**src/rtl/sync_fifo_if.sv**
```systemverilog
// Handshake and status bundle for sync_fifo.
// The producer/consumer side uses master; the FIFO itself uses slave.
interface sync_fifo_if #(
    parameter int DW = 16,
    parameter int FD = 32
);
    localparam int LW = $clog2(FD) + 1;

    logic          wrEn;
    logic [DW-1:0] wrData;
    logic          rdEn;
    logic [DW-1:0] rdData;
    logic          empty;
    logic          full;
    logic          half;
    logic          almostFull;
    logic          almostEmpty;
    logic [LW-1:0] level;
    logic          overflow;
    logic          underflow;

    modport master (
        output wrEn, wrData, rdEn,
        input  rdData, empty, full, half, almostFull, almostEmpty, level, overflow, underflow
    );

    modport slave (
        input  wrEn, wrData, rdEn,
        output rdData, empty, full, half, almostFull, almostEmpty, level, overflow, underflow
    );
endinterface

```
**src/rtl/sync_fifo.sv**
```systemverilog
// Single-clock FIFO with occupancy level, threshold flags, sticky error flags,
// synchronous flush and selectable first-word-fall-through or registered output.
module sync_fifo #(
    parameter int DW   = 16,
    parameter int FD   = 32,
    parameter int AFT  = FD - 2,
    parameter int AET  = 2,
    parameter int FWFT = 1
) (
    input  logic       i_clk,
    input  logic       i_rst,
    input  logic       i_clkEn,
    input  logic       i_clr,
    sync_fifo_if.slave bus
);
    localparam int AW = $clog2(FD);
    localparam int LW = AW + 1;

    logic [DW-1:0] r_mem [FD];
    logic [AW-1:0] r_wp;
    logic [AW-1:0] r_rp;
    logic [LW-1:0] r_level;
    logic          r_empty;
    logic          r_full;
    logic          r_half;
    logic          r_almostFull;
    logic          r_almostEmpty;
    logic          r_overflow;
    logic          r_underflow;

    logic          w_rdAcc;
    logic          w_wrAcc;
    logic          w_restart;
    logic [LW-1:0] w_levelNext;

    // A full FIFO still takes a write when a read frees a slot in the same cycle.
    always_comb begin
        w_rdAcc     = bus.rdEn & ~r_empty;
        w_wrAcc     = bus.wrEn & (~r_full | w_rdAcc);
        w_restart   = i_rst | (i_clkEn & i_clr);
        w_levelNext = r_level + {{AW{1'b0}}, w_wrAcc} - {{AW{1'b0}}, w_rdAcc};
    end

    always_ff @(posedge i_clk) begin
        if (w_restart) begin
            r_wp          <= '0;
            r_rp          <= '0;
            r_level       <= '0;
            r_empty       <= 1'b1;
            r_full        <= 1'b0;
            r_half        <= 1'b0;
            r_almostFull  <= 1'b0;
            r_almostEmpty <= 1'b1;
            r_overflow    <= 1'b0;
            r_underflow   <= 1'b0;
        end else if (i_clkEn) begin
            if (w_wrAcc) r_wp <= r_wp + AW'(1);
            if (w_rdAcc) r_rp <= r_rp + AW'(1);
            r_level       <= w_levelNext;
            r_empty       <= (w_levelNext == '0);
            r_full        <= (w_levelNext == LW'(FD));
            r_half        <= (w_levelNext >= LW'(FD / 2));
            r_almostFull  <= (w_levelNext >= LW'(AFT));
            r_almostEmpty <= (w_levelNext <= LW'(AET));
            r_overflow    <= r_overflow | (bus.wrEn & ~w_wrAcc);
            r_underflow   <= r_underflow | (bus.rdEn & r_empty);
        end
    end

    // Storage is deliberately not reset; only pointers define which words are live.
    always_ff @(posedge i_clk) begin
        if (!w_restart && i_clkEn && w_wrAcc) begin
            r_mem[r_wp] <= bus.wrData;
        end
    end

    generate
        if (FWFT != 0) begin : g_fwft
            assign bus.rdData = r_mem[r_rp];
        end else begin : g_regOut
            logic [DW-1:0] r_out;

            always_ff @(posedge i_clk) begin
                if (i_rst) begin
                    r_out <= '0;
                end else if (i_clkEn && !i_clr && w_rdAcc) begin
                    r_out <= r_mem[r_rp];
                end
            end

            assign bus.rdData = r_out;
        end
    endgenerate

    assign bus.level       = r_level;
    assign bus.empty       = r_empty;
    assign bus.full        = r_full;
    assign bus.half        = r_half;
    assign bus.almostFull  = r_almostFull;
    assign bus.almostEmpty = r_almostEmpty;
    assign bus.overflow    = r_overflow;
    assign bus.underflow   = r_underflow;
endmodule

```
**src/flat_wrapper.sv**
```systemverilog
// flat-port wrapper written by rule: the top's interface ports become plain ports
module sync_fifo_flat 
#(
    parameter int DW   = 16,
    parameter int FD   = 32,
    parameter int AFT  = FD - 2,
    parameter int AET  = 2,
    parameter int FWFT = 1
)
  (i_clk, i_rst, i_clkEn, i_clr, bus_wrEn, bus_wrData, bus_rdEn, bus_rdData, bus_empty, bus_full, bus_half, bus_almostFull, bus_almostEmpty, bus_level, bus_overflow, bus_underflow);
  sync_fifo_if #(.DW(DW), .FD(FD)) bus_i ();
  input  logic i_clk;
  input  logic i_rst;
  input  logic i_clkEn;
  input  logic i_clr;
  input wire logic [$bits(bus_i.wrEn)-1:0] bus_wrEn;
  input wire logic [$bits(bus_i.wrData)-1:0] bus_wrData;
  input wire logic [$bits(bus_i.rdEn)-1:0] bus_rdEn;
  output wire logic [$bits(bus_i.rdData)-1:0] bus_rdData;
  output wire logic [$bits(bus_i.empty)-1:0] bus_empty;
  output wire logic [$bits(bus_i.full)-1:0] bus_full;
  output wire logic [$bits(bus_i.half)-1:0] bus_half;
  output wire logic [$bits(bus_i.almostFull)-1:0] bus_almostFull;
  output wire logic [$bits(bus_i.almostEmpty)-1:0] bus_almostEmpty;
  output wire logic [$bits(bus_i.level)-1:0] bus_level;
  output wire logic [$bits(bus_i.overflow)-1:0] bus_overflow;
  output wire logic [$bits(bus_i.underflow)-1:0] bus_underflow;
  assign bus_i.wrEn = bus_wrEn;
  assign bus_i.wrData = bus_wrData;
  assign bus_i.rdEn = bus_rdEn;
  assign bus_rdData = bus_i.rdData;
  assign bus_empty = bus_i.empty;
  assign bus_full = bus_i.full;
  assign bus_half = bus_i.half;
  assign bus_almostFull = bus_i.almostFull;
  assign bus_almostEmpty = bus_i.almostEmpty;
  assign bus_level = bus_i.level;
  assign bus_overflow = bus_i.overflow;
  assign bus_underflow = bus_i.underflow;
  sync_fifo #(.DW(DW), .FD(FD), .AFT(AFT), .AET(AET), .FWFT(FWFT)) u_core (.i_clk(i_clk), .i_rst(i_rst), .i_clkEn(i_clkEn), .i_clr(i_clr), .bus(bus_i));
endmodule
```
**config.mk**
```make
export PLATFORM = sky130hd
export DESIGN_NAME = sync_fifo_flat
export DESIGN_NICKNAME = d
export VERILOG_FILES = /design/src/rtl/sync_fifo_if.sv /design/src/rtl/sync_fifo.sv /design/src/flat_wrapper.sv
export SDC_FILE = /design/constraint.sdc
export NUM_CORES = 1
export LEC_CHECK = 0
export BUFFER_PORTS_ARGS = -buffer_cell sky130_fd_sc_hd__clkbuf_2
export CAP_MARGIN = 0
export CORE_MARGIN = 8
export CORE_UTILIZATION = 56
export DETAILED_ROUTE_END_ITERATION = 16
export PLACE_DENSITY = 0.75
export SKIP_CTS_REPAIR_TIMING = 1
export SYNTH_ARGS = -nofsm -noshare
export SYNTH_HDL_FRONTEND = slang
export SYNTH_SLANG_ARGS = --single-unit
```
**constraint.sdc**
```tcl
create_clock -name i_clk -period 2.6 [get_ports i_clk]
set_clock_uncertainty 0.1 [all_clocks]
set_input_delay 0.26 -clock i_clk [delete_from_list [all_inputs] [get_ports i_clk]]
set_output_delay 0.26 -clock i_clk [all_outputs]
set_load 0.05 [all_outputs]
```
# --- After elaboration in Yosys (flattened, before gate mapping) ---
# Memories as Yosys holds them, arrays and structs flattened. A register that Yosys moved wholly into a read port is not among the register bits.
# Index checks and enable logic that the tools add are counted.
word_totals:
  memories: 1
  ramBits: 512
  regBits: 23
  input_bits: 22
  word_cells: 41
mem_list:
  columns: ["memory", "words", "word_bits", "rd", "rd_clocked_by_memory_dff", "wr", "line_no", "text"]
  rows:
  - ["u_core.r_mem", 32, 16, 1, 1, 1, "sync_fifo.sv:19", "logic [DW-1:0] r_mem [FD];"]
classes:
  magnitude_cmp: 3
  bitwise: 12
  n_eq_ne: 1
  muxes: 4
  add_sub_neg: 4
  n_reduce_logical: 6
op_table:
  columns: ["operator", "count"]
  rows:
  - ["greater-or-equal comparator 6 x 5 -> 1 bit, second input constant", 2]
  - ["adder 5 x 1 -> 5 bit, second input constant", 2]
  - ["two-way mux 5 bit", 2]
  - ["adder 6 x 1 -> 6 bit", 1]
  - ["equality test 6 bit, second input constant", 1]
  - ["<= comparator 6 x 2 -> 1 bit, second input constant", 1]
  - ["logical NOT 6 bit", 1]
  - ["subtractor 6 x 1 -> 6 bit", 1]
  - ["AND 1 bit", 5]
  - ["bitwise OR 1 bit", 4]
  - ["AND reduction 2 bit", 2]
  - ["NOT 1 bit", 3]
  - ["logical AND 1 bit", 2]
  - ["two-way mux 1 bit", 2]
  - ["logical NOT 1 bit", 1]

# --- Logic depth before layout (Yosys ltp) ---
# Gate-level depths: netlist of run 1.
logic_depth:
  depth_word: 7
  mapped_depth: 12

# --- Worst setup path after synthesis of run 1 ---
# No wires, ideal clock.
synth_path:
  path_kind: "register -> register"
  start: "reg u_core.r_empty, in the netlist u_core.bus.empty"
  end: "reg u_core.r_half, in the netlist u_core.bus.half"
  setup_time_ns: 0.086
  arrival_time_ns: 2.663
  stages_incl_launch_ff: 13
  setup_slack_ns: -0.249
  n_path_buf: 0
  path_cell_list: "dfxtp_1 > nand2b_1 > inv_1 > ha_1 > inv_1 > ha_1 > inv_1 > fa_1 > nand2b_1 > a21oi_1 > xor2_1 > nor3_1 > a211oi_1"
synth_via:
  elab_chain_cells: 7
synth_rtl:
  columns: ["element", "line_no", "text"]
  rows:
  - ["from (decl)", "sync_fifo.sv:23", "logic r_empty;"]
  - ["from (signal assigned)", "sync_fifo.sv:60", "r_empty <= (w_levelNext == '0);"]
  - ["NOT 1 bit *", "sync_fifo.sv:38", "w_rdAcc = bus.rdEn & ~r_empty;"]
  - ["AND 1 bit *", "sync_fifo.sv:38", null]
  - ["bitwise OR 1 bit", "sync_fifo.sv:39", "w_wrAcc = bus.wrEn & (~r_full | w_rdAcc);"]
  - ["AND 1 bit", "sync_fifo.sv:39", null]
  - ["adder 6 x 1 -> 6 bit", "sync_fifo.sv:41", "w_levelNext = r_level + {{AW{1'b0}}, w_wrAcc} - {{AW{1'b0}}, w_rdAcc};"]
  - ["subtractor 6 x 1 -> 6 bit *", "sync_fifo.sv:41", null]
  - ["greater-or-equal comparator 6 x 5 -> 1 bit *", "sync_fifo.sv:62", "r_half <= (w_levelNext >= LW'(FD / 2));"]
  - ["to (signal assigned)", "sync_fifo.sv:62", null]
  - ["to (decl)", "sync_fifo.sv:25", "logic r_half;"]
# Every way passes the cells marked *; elsewhere a longest branch is shown, timed or not.
# A chain may end at the register's enable or synchronous reset.

==> qor.yml, run 1 <==
outcome:
  status: "finished, violations left"
  failed_checks: "negative setup slack"
timing:
  tightest_slew_ns: 0.712
  finalWorstSetupSlack_ns: -0.732
  hold_violations: 0
  drv_slew: 0
  fin_hold_ws_ns: 0.172
  slew_headroom: 0.525
  finalCritPeriodShare: 1.28
  rsz0062_at_grt: "yes"
  period_minus_slack_ns: 3.33
  setup_viol: 16
  fmax_mhz: 300
synth:
  ys_top_cells_by_count: "512 x edfxtp_1, 160 x mux4_2, 60 x nor2_1"
  synth_fa_ha_area_frac: 0.00754
  synth_top_family_by_area: "multiplexers"
  synth.most_common_cell: "edfxtp_1"
  synth_async_sr_flop_share: 0
  yosysTopAreaCell: "edfxtp_1"
  avgSynthCellArea_um2: 22.5
  synth_cell_types: 44
  netlist_area_mm2: 0.0209
  synth-edff-count: 512
  ys_warn_count: 0
  seq_area_frac_synth: 0.762
  yosys.area_share.simple: 0.0218
  synthFlopType: "edfxtp_1"
  synth_top_area_share: 0.735
  ys_ff_latch: 540
  synth-compound-area-share: 0.0102
  synth_nets: 963
  synthCells: 929
  synthMuxAreaShare: 0.183
  ys_top_cells_by_area: "edfxtp_1 73%, mux4_2 17%, dfxtp_1 2.7%, nor2_1 1.1%, mux2_2 0.86%"
  synthXorXnorAreaFrac: 0.00461
critical_path:
  timing_worst_setup_path_type: "flop to output pin"
  startpoint_type: "flop"
  max_stage_delay_ns: 0.56
  required_ns: 2.24
  worstPathCellList: "buf_12, buf_4, mux4_2, mux4_2, mux2_2, buf_2"
  crit_arrival_ns: 2.97
  critPathSlowestCell: "mux4_2"
  cpMostUsedCell: "mux4_2"
  cp_max_fo: 7
  timing.critical_path.buf_inv: 3
  cp_top_family: "multiplexers"
  crit_path_end_kind: "output pin"
drt:
  drtAntennaViolNets: 0
  firstDrtPassIters: 5
  wire_per_inst_um: 30.4
  met2_wirelength_um: 24500
  dr_wl_met3_um: 4430
  post_drt_via_cell_ratio: 6.51
  vias: 10487
  highest_layer: "met5"
  met1_length_um: 18200
  drc_errors: 0
  wl_um: 49000
  drt_iter0_drc: 1058
global_route:
  grt_usage: 0.224
  grt_pass1_wl_um: 71500
  grt_max_degree: 33
  overflow: 0
  antenna_found_initial: 2
  grt_pass1_vias: 10766
final_layout:
  final_cells: 1612
  drive_gt1_frac: 0.410
  areaGrowthSynthToFinish_pct: 17.8
  nets: 1127
die:
  rows: 71
  core_mm2: 0.0372
  die_h_um: 209
  die_x_um: 209
  start_util: 0.562
  die_area_mm2: 0.0438
  ios: 51
pwr:
  p_leak_nw: 7.77
  report.power.total_w: 0.0176
  p_per_area_mw_per_mm2: 715
  max-vdd-ir-drop_uv: 523
placement:
  place_hpwl_um: 27900
  finalWeightedCongestion: 0.797
  placed_cells: 1499
  portBuffers: 50
  place_ws_ns: -0.125
clock_tree:
  htree_num_levels: 2
  cts-root-buf: "clkbuf_16"
  clk_latency_ns: 0.58
  cts.clk_slew.worst_paths_ns: 0.06
  cts_buffers: 52
  cts.sinks: 540
  ctsLongestPathBuffers: 3
  cts_tree: "done"
job:
  max_cap_violations: 0
hold_path:
  worstHoldPathType: "primary input to flop"
==> path summary, 6_finish.rpt <==
path                                                  startpoint                          endpoint  slack [ns]  cells after the start
worst max-delay path                                        flop                     bus_rdData[6]       -0.73                      6
worst min-delay path                                       i_rst  u_core.bus.level[0]$_SDFFE_PP0P_        0.17                      4
worst max register to register     u_core.bus.empty$_SDFFE_PP1P_      u_core.bus.full$_SDFFE_PP0P_        0.13                     12
worst min register to register  u_core.bus.overflow$_SDFFE_PP0P_  u_core.bus.overflow$_SDFFE_PP0P_        0.38                      2
==> layout by cell type, fill, tap and decap left out, types with 7 or more instances in the layout <==
master       n
nor2_2      32
buf_2        9
dfxtp_1     22
buf_4       69
clkbuf_2    36
nand2_1      7
mux4_2     160
clkinv_1    17
nor2_1      28
clkinv_2    14
xor2_1       7
edfxtp_1   512
mux2_2      11
ha_1        10
clkbuf_16   53
inv_1       11
buf_12      32
==> through the flow <==
stage          instance area [µm²]  setup TNS, ns  utilization
5_1_grt                      24600         -11.34        0.662
4_1_cts                      24300         -20.17        0.654
6_report                     24600         -10.28        0.662
2_1_floorplan                20900         -26.19            -
3_5_place_dp                 22700          -6.06        0.611
3_3_place_gp                 22700          -1.74        0.611
==> power breakdown <==
group | switching [W] | internal, W
Clock | 0.00314 | 0.00401
Combinational | 0.000534 | 0.000360
Sequential | 0.0000262 | 0.00954
==> logic make-up (layout without fill, tap and decap cells) <==
family	after synthesis	in the layout
DFF	540	540
xor gates and xnor gates	11	11
AOI/OAI and AO/OA	30	30
and+or+nand+nor	99	99
other	0	2
buffers and inverters	57	264
adders and majority gates	12	12
muxes	180	180
==> flip-flops by register name (all words and copies together) (netlist names), named ones only <==
name	count
u_core.r_rp	5
u_core.bus.underflow	1
u_core.r_wp	5
u_core.bus.empty	1
u_core.bus.level	6
u_core.bus.half	1
u_core.bus.full	1
u_core.bus.almostFull	1
u_core.r_mem	512
u_core.bus.overflow	1
u_core.bus.almostEmpty	1
==> area by class of cell <==
type / count / area (µm²)
Clock buffer: 58 / 1350
Timing Repair Buffer: 155 / 1480
Multi-Input combinational cell: 332 / 4960
Antenna cell: 2 / 5.00
Tap cell: 474 / 593
Inverter: 12 / 45.0
Fill cell: 2252 / 12600
Sequential cell: 540 / 16000
Clock inverter: 39 / 262
==> worst min-delay path, delay by kind of cell <==
family | cells | cell delay, ns
compound gates | 1 | 0.11
buf+inv | 2 | 0.36
simple gates | 1 | 0.08
==> per-layer routing <==
layer	vias to the layer above	track usage
met5	-	0
met4	2	0.0904
met3	121	0.0447
met2	639	0.368
met1	5498	0.294
li1	4227	-
Power figures use the tool's default switching activity.
==> run 2: changes to the inputs <==
- SETUP_SLACK_MARGIN: not set -> 0.4
==> run 2 against run 1 <==
  * The flow still finishes with violations (negative setup slack)
  * Final cell count down 0.56%
  * Routed wire length fell by 6.4%
  * Combinational power grew 3.9%
==> qor.yml, run 2 (synthesis results as in run 1) <==
outcome:
  status: "finished, violations left"
  failed_checks: "negative setup slack"
final_layout:
  final_cell_mix: "512 x edfxtp_1, 160 x mux4_2, 54 x clkbuf_16, 54 x buf_4, 34 x clkbuf_2"
  final_cells: 1603  # -0.56%
  final_common_cell: "edfxtp_1"
  areaGrowthSynthToFinish_pct: 19.7
  final_core_util: 0.673  # +0.0106
  diodes: 0  # -2
  regMostFlops: "u_core.r_mem"
  nets: 1122  # -0.44%
  fillers: 2256  # +0.18%
  largest_reg_flops: 512  # unchanged
  drive_gt1_frac: 0.417  # +0.00697
hold_path:
  holdPathStages: 3  # -1
  hold_end: "u_core.bus.half$_SDFFE_PP0P_"
  worstHoldPathType: "primary input to flop"
  min_from: "i_clkEn"
clock_tree:
  cts-root-buf: "clkbuf_16"
  clk_latency_ns: 0.58  # about the same
  htree_num_levels: 2  # unchanged
  cts_tree: "done"
  cts.clk_slew.worst_paths_ns: 0.06  # about the same
  cts.sinks: 540  # unchanged
  ctsLongestPathBuffers: 3  # unchanged
  cts_buffers: 52  # unchanged
global_route:
  overflow: 0  # unchanged
  antenna_found_initial: 0  # -2
  grt_max_degree: 39  # +18%
  grt_usage: 0.204  # -0.0198
  grt_pass1_wl_um: 65500  # -8.3%
  grt_pass1_vias: 10217  # -5.1%
pwr:
  p_per_area_mw_per_mm2: 712  # -0.45%
  p_leak_nw: 7.90  # +1.6%
  report.power.total_w: 0.0178  # +1.1%
  max-vdd-ir-drop_uv: 518  # -1.1%
drt:
  post_drt_via_cell_ratio: 6.23  # -4.3%
  drt_iter0_drc: 957  # -9.5%
  drc_errors: 0  # unchanged
  drtAntennaViolNets: 0  # unchanged
  vias: 9983  # -4.8%
  wire_per_inst_um: 28.6  # -5.9%
  firstDrtPassIters: 5  # unchanged
  wl_um: 45800  # -6.4%
timing:
  finalCritPeriodShare: 1.23  # -0.0488
  finalWorstSetupSlack_ns: -0.605  # +0.127 ns
  slew_headroom: 0.565  # +0.0396
  tightest_slew_ns: 0.653  # -0.0594 ns
  period_minus_slack_ns: 3.20  # -0.127 ns
  drv_slew: 0  # unchanged
  rsz0062_at_grt: "yes"
  setup_viol: 16  # unchanged
  hold_violations: 0  # unchanged
  fmax_mhz: 312  # +4.0%
  fin_hold_ws_ns: 0.0697  # -0.103 ns
critical_path:
  critical_path_depth: 6  # unchanged
  startpoint_type: "flop"
  max_stage_delay_ns: 0.52  # -0.04 ns
  worstRegToRegCells: 12  # unchanged
  cp_max_fo: 13  # +6
  worst_r2r_endpoint: "u_core.bus.full$_SDFFE_PP0P_"
  r2r_start: "u_core.bus.empty$_SDFFE_PP1P_"
  timing_worst_setup_path_type: "flop to output pin"
  r2r_slack_ns: 0.14  # about the same
  crit_arrival_ns: 2.84  # -0.13 ns
  required_ns: 2.24  # about the same
  crit_path_end_kind: "output pin"
  cp_top_family: "multiplexers"
  worstPathCellList: "buf_12, buf_12, mux4_2, mux4_2, mux2_4, buf_2"
  critPathSlowestCell: "mux4_2"
  timing.critical_path.buf_inv: 3  # unchanged
placement:
  place_hpwl_um: 25200  # -9.6%
  placed_cells: 1476  # -1.5%
  place_ws_ns: -0.0770  # +0.0480 ns
  finalWeightedCongestion: 0.773  # -3.0%
  portBuffers: 50  # unchanged
die:
  rows: 71  # unchanged
  start_util: 0.562  # unchanged
  die_x_um: 209  # unchanged
  core_mm2: 0.0372  # unchanged
  die_h_um: 209  # unchanged
  ios: 51  # unchanged
  die_area_mm2: 0.0438  # unchanged
job:
  max_cap_violations: 0  # unchanged
[run 2: cell count changes in the layout (fill, tap and decap cells not counted), sizes merged]
| cell | previous run | this run |
|---|---|---|
| clkinvlp | 3 | 1 |
| clkinv | 31 | 25 |
| bufinv | 3 | 5 |
| diode | 2 | 0 |
| dlygate4sd3 | 3 | 2 |
| clkbuf | 94 | 98 |
| buf | 116 | 112 |
[run 2: worst max path at each step]
| stage | slack [ns] | end | start |
|---|---|---|---|
| after floorplan | 0.18 | u_core.bus.empty$_SDFFE_PP1P_ | u_core.bus.empty$_SDFFE_PP1P_ |
| after global placement | -0.07 | bus_rdData[2] | flop |
| after detailed placement | -0.08 | bus_rdData[2] | flop |
| after CTS | -0.74 | bus_rdData[8] | flop |
| after global routing | -0.68 | bus_rdData[8] | flop |
| final | -0.60 | bus_rdData[8] | flop |
[run 2: cell type report]
type                            count  area [µm²]  area share
Timing Repair Buffer              150        1570      0.0626
Sequential cell                   540       16000       0.637
Inverter                           12        47.5     0.00190
Multi-Input combinational cell    332        5240       0.209
Clock inverter                     33         299      0.0119
Clock buffer                       62        1340      0.0535
Tap cell                          474         593      0.0237
[run 2: per-layer routing]
metal	GRT usage	part of all wire
met1	0.281	0.39
met2	0.333	0.51
met3	0.0407	0.075
met4	0.0583	0.026
met5	0	0
[run 2: power by group]
group          internal [W]  switching, W  leakage [nW]
clock network       0.00417       0.00314         0.807
registers           0.00954     0.0000256          4.83
logic              0.000374      0.000554          2.26
[run 2: worst reg2reg max path, delay by kind of cell, from the launching register on]
kind | cells | cell delay, ns
and+or+nand+nor | 2 | 0.31
DFF | 1 | 0.35
buffers and inverters | 3 | 0.16
AOI/OAI and AO/OA | 4 | 0.58
adders and majority gates | 3 | 0.88
[run 2: metrics by stage]
stage               TNS [ns]  instance area (µm²)
detailed placement    -0.690                22800
finish                 -8.94                25000
global route          -10.02                25000
global placement      -0.567                22800
floorplan                  0                21300
CTS                   -10.98                24500
==> run 3: changes to the inputs <==
- CORE_ASPECT_RATIO: not set -> 0.7
- PLACE_DENSITY: 0.75 -> not set
- PLACE_DENSITY_LB_ADDON: not set -> 0.08
==> run 3 against run 2 <==
  * The flow still finishes with violations (negative setup slack)
  * Combinational power grew 7.1%
  * Non-clock buffer count decreased by 10
  * Power shrank 0.72%
  * Final cell count about the same
  * Routed wire length up 1.7%
  * Via count rose by 0.51%
  * Clock power shrank 2.7%
  * Clock-buffer cell count increased by 1
  * Setup slack got worse by 0.014 ns
  * Critical path type unchanged
==> qor.yml, run 3 (synthesis results as in run 1) <==
global_route:
  overflow: 0  # unchanged
  antenna_found_initial: 0  # unchanged
  grt_pass1_vias: 10334  # +1.1%
  grt_pass1_wl_um: 67000  # +2.3%
  grt_usage: 0.210  # +0.00551
  grt_max_degree: 49  # +26%
clock_tree:
  cts.sinks: 540  # unchanged
  cts_tree: "done"
  clk_latency_ns: 0.56  # -0.02 ns
  htree_num_levels: 2  # unchanged
  cts-root-buf: "clkbuf_16"
  cts.clk_slew.worst_paths_ns: 0.06  # about the same
  cts_buffers: 50  # -3.8%
  ctsLongestPathBuffers: 3  # unchanged
timing:
  finalWorstSetupSlack_ns: -0.618  # -0.0138 ns
  fmax_mhz: 311  # -0.43%
  drv_slew: 0  # unchanged
  setup_viol: 16  # unchanged
  tightest_slew_ns: 0.670  # +0.0174 ns
  period_minus_slack_ns: 3.22  # +0.0138 ns
  finalCritPeriodShare: 1.24  # +0.00529
  rsz0062_at_grt: "yes"
  hold_violations: 0  # unchanged
  slew_headroom: 0.553  # -0.0116
  finalSetupTns_ns: -9.57  # -0.634 ns
outcome:
  failed_checks: "negative setup slack"
  status: "finished, violations left"
job:
  max_cap_violations: 0  # unchanged
final_layout:
  final_common_cell: "edfxtp_1"
  areaGrowthSynthToFinish_pct: 19.5
  final_cell_mix: "512 x edfxtp_1, 160 x mux4_2, 60 x clkbuf_16, 43 x buf_6, 34 x clkbuf_2"
  largest_reg_flops: 512  # unchanged
  drive_gt1_frac: 0.410  # -0.00695
  regMostFlops: "u_core.r_mem"
  postLayoutCellArea_mm2: 0.0250  # -0.16%
  diodes: 0  # unchanged
  nets: 1110  # -1.1%
  seq_area_mm2: 0.0160  # unchanged
  multi_input_area_mm2: 0.00525  # +0.22%
  final_core_util: 0.676  # +0.00321
  fillers: 2260  # +0.18%
critical_path:
  crit_arrival_ns: 2.86  # +0.02 ns
  required_ns: 2.24  # about the same
  timing_worst_setup_path_type: "flop to output pin"
  r2r_slack_ns: 0.12  # -0.02 ns
  worstRegToRegCells: 11  # -1
  startpoint_type: "flop"
  crit_path_end_kind: "output pin"
  cp_max_fo: 7  # -6
die:
  ios: 51  # unchanged
  die_area_mm2: 0.0439  # +0.23%
  core_mm2: 0.0370  # -0.64%
  rows: 59  # -17%
  die_x_um: 247  # +18%
  die_h_um: 178  # -15%
  start_util: 0.566  # +0.00361
drt:
  post_drt_via_cell_ratio: 6.26  # +0.57%
  vias: 10034  # +0.51%
  drtAntennaViolNets: 0  # unchanged
  wire_per_inst_um: 29.1  # +1.7%
  firstDrtPassIters: 5  # unchanged
  drc_errors: 0  # unchanged
  drt_iter0_drc: 1056  # +10%
  wl_um: 46600  # +1.7%
placement:
  place_ws_ns: -0.120  # -0.0434 ns
  placed_cell_area_mm2: 0.0226  # -0.87%
  portBuffers: 50  # unchanged
  finalWeightedCongestion: 0.808  # +4.5%
  place_hpwl_um: 26200  # +4.1%
pwr:
  comb_power_share: 0.056  # +0.004
  clockPowerShare: 0.403  # -0.008
  power.switching_w: 0.00363  # -2.4%
  power.share.switching: 0.205  # -0.00357
  seqPwrFrac: 0.541  # +0.004
  p_leak_nw: 7.84  # -0.66%
  max-vdd-ir-drop_uv: 479  # -7.5%
  p_int_w: 0.0141  # -0.27%
  p_per_area_mw_per_mm2: 708  # -0.55%
  report.power.total_w: 0.0177  # -0.72%
hold_path:
  worstHoldPathType: "primary input to flop"
  holdPathStages: 4  # +1
-- run 3: power groups by stage --
stage | logic (W) | registers [W] | clock network (W)
after floorplan | 0.000443 | 0.00982 | 0
after global placement | 0.000769 | 0.00975 | 0
after detailed placement | 0.000803 | 0.00975 | 0
after CTS | 0.000807 | 0.00957 | 0.00725
after global routing | 0.00105 | 0.00957 | 0.00758
final | 0.000994 | 0.00957 | 0.00712
-- run 3: metal layers --
metal,global-route usage,vias to the layer above,share of wire
met3,0.0445,55,0.079
met5,0,-,0
met2,0.324,438,0.47
met4,0.0473,0,0.015
met1,0.310,5337,0.44
li1,-,4204,-
-- run 3: final timing paths --
check                              startpoint                                to
max                                      flop                    bus_rdData[13]
min                                  bus_rdEn  u_core.bus.overflow$_SDFFE_PP0P_
max reg2reg     u_core.bus.empty$_SDFFE_PP1P_     u_core.bus.empty$_SDFFE_PP1P_
min reg2reg  u_core.bus.overflow$_SDFFE_PP0P_  u_core.bus.overflow$_SDFFE_PP0P_
-- run 3: worst max-delay path, cell delays in order (launching register included) --
cell     delay [ns]
dfxtp_4        0.39
buf_6          0.11
buf_12         0.15
buf_12         0.13
mux4_2         0.52
mux4_2         0.53
mux2_4         0.29
buf_8          0.15
-- run 3: through the flow --
step / cells / hold slack, ns
after floorplan: 929 / 0.259
after global placement: 1483 / 0.361
after detailed placement: 1483 / 0.369
after CTS: 1573 / -0.109
after global routing: 1602 / 0.0521
final: 1602 / 0.0447
-- run 3: final cells by class --
class,instances,share of cell area
Sequential cell,540,0.638
Clock inverter,27,0.00921
Multi-Input combinational cell,332,0.210
Timing Repair Buffer,140,0.0615
Inverter,12,0.00200
Tap cell,488,0.0244
Clock buffer,63,0.0546
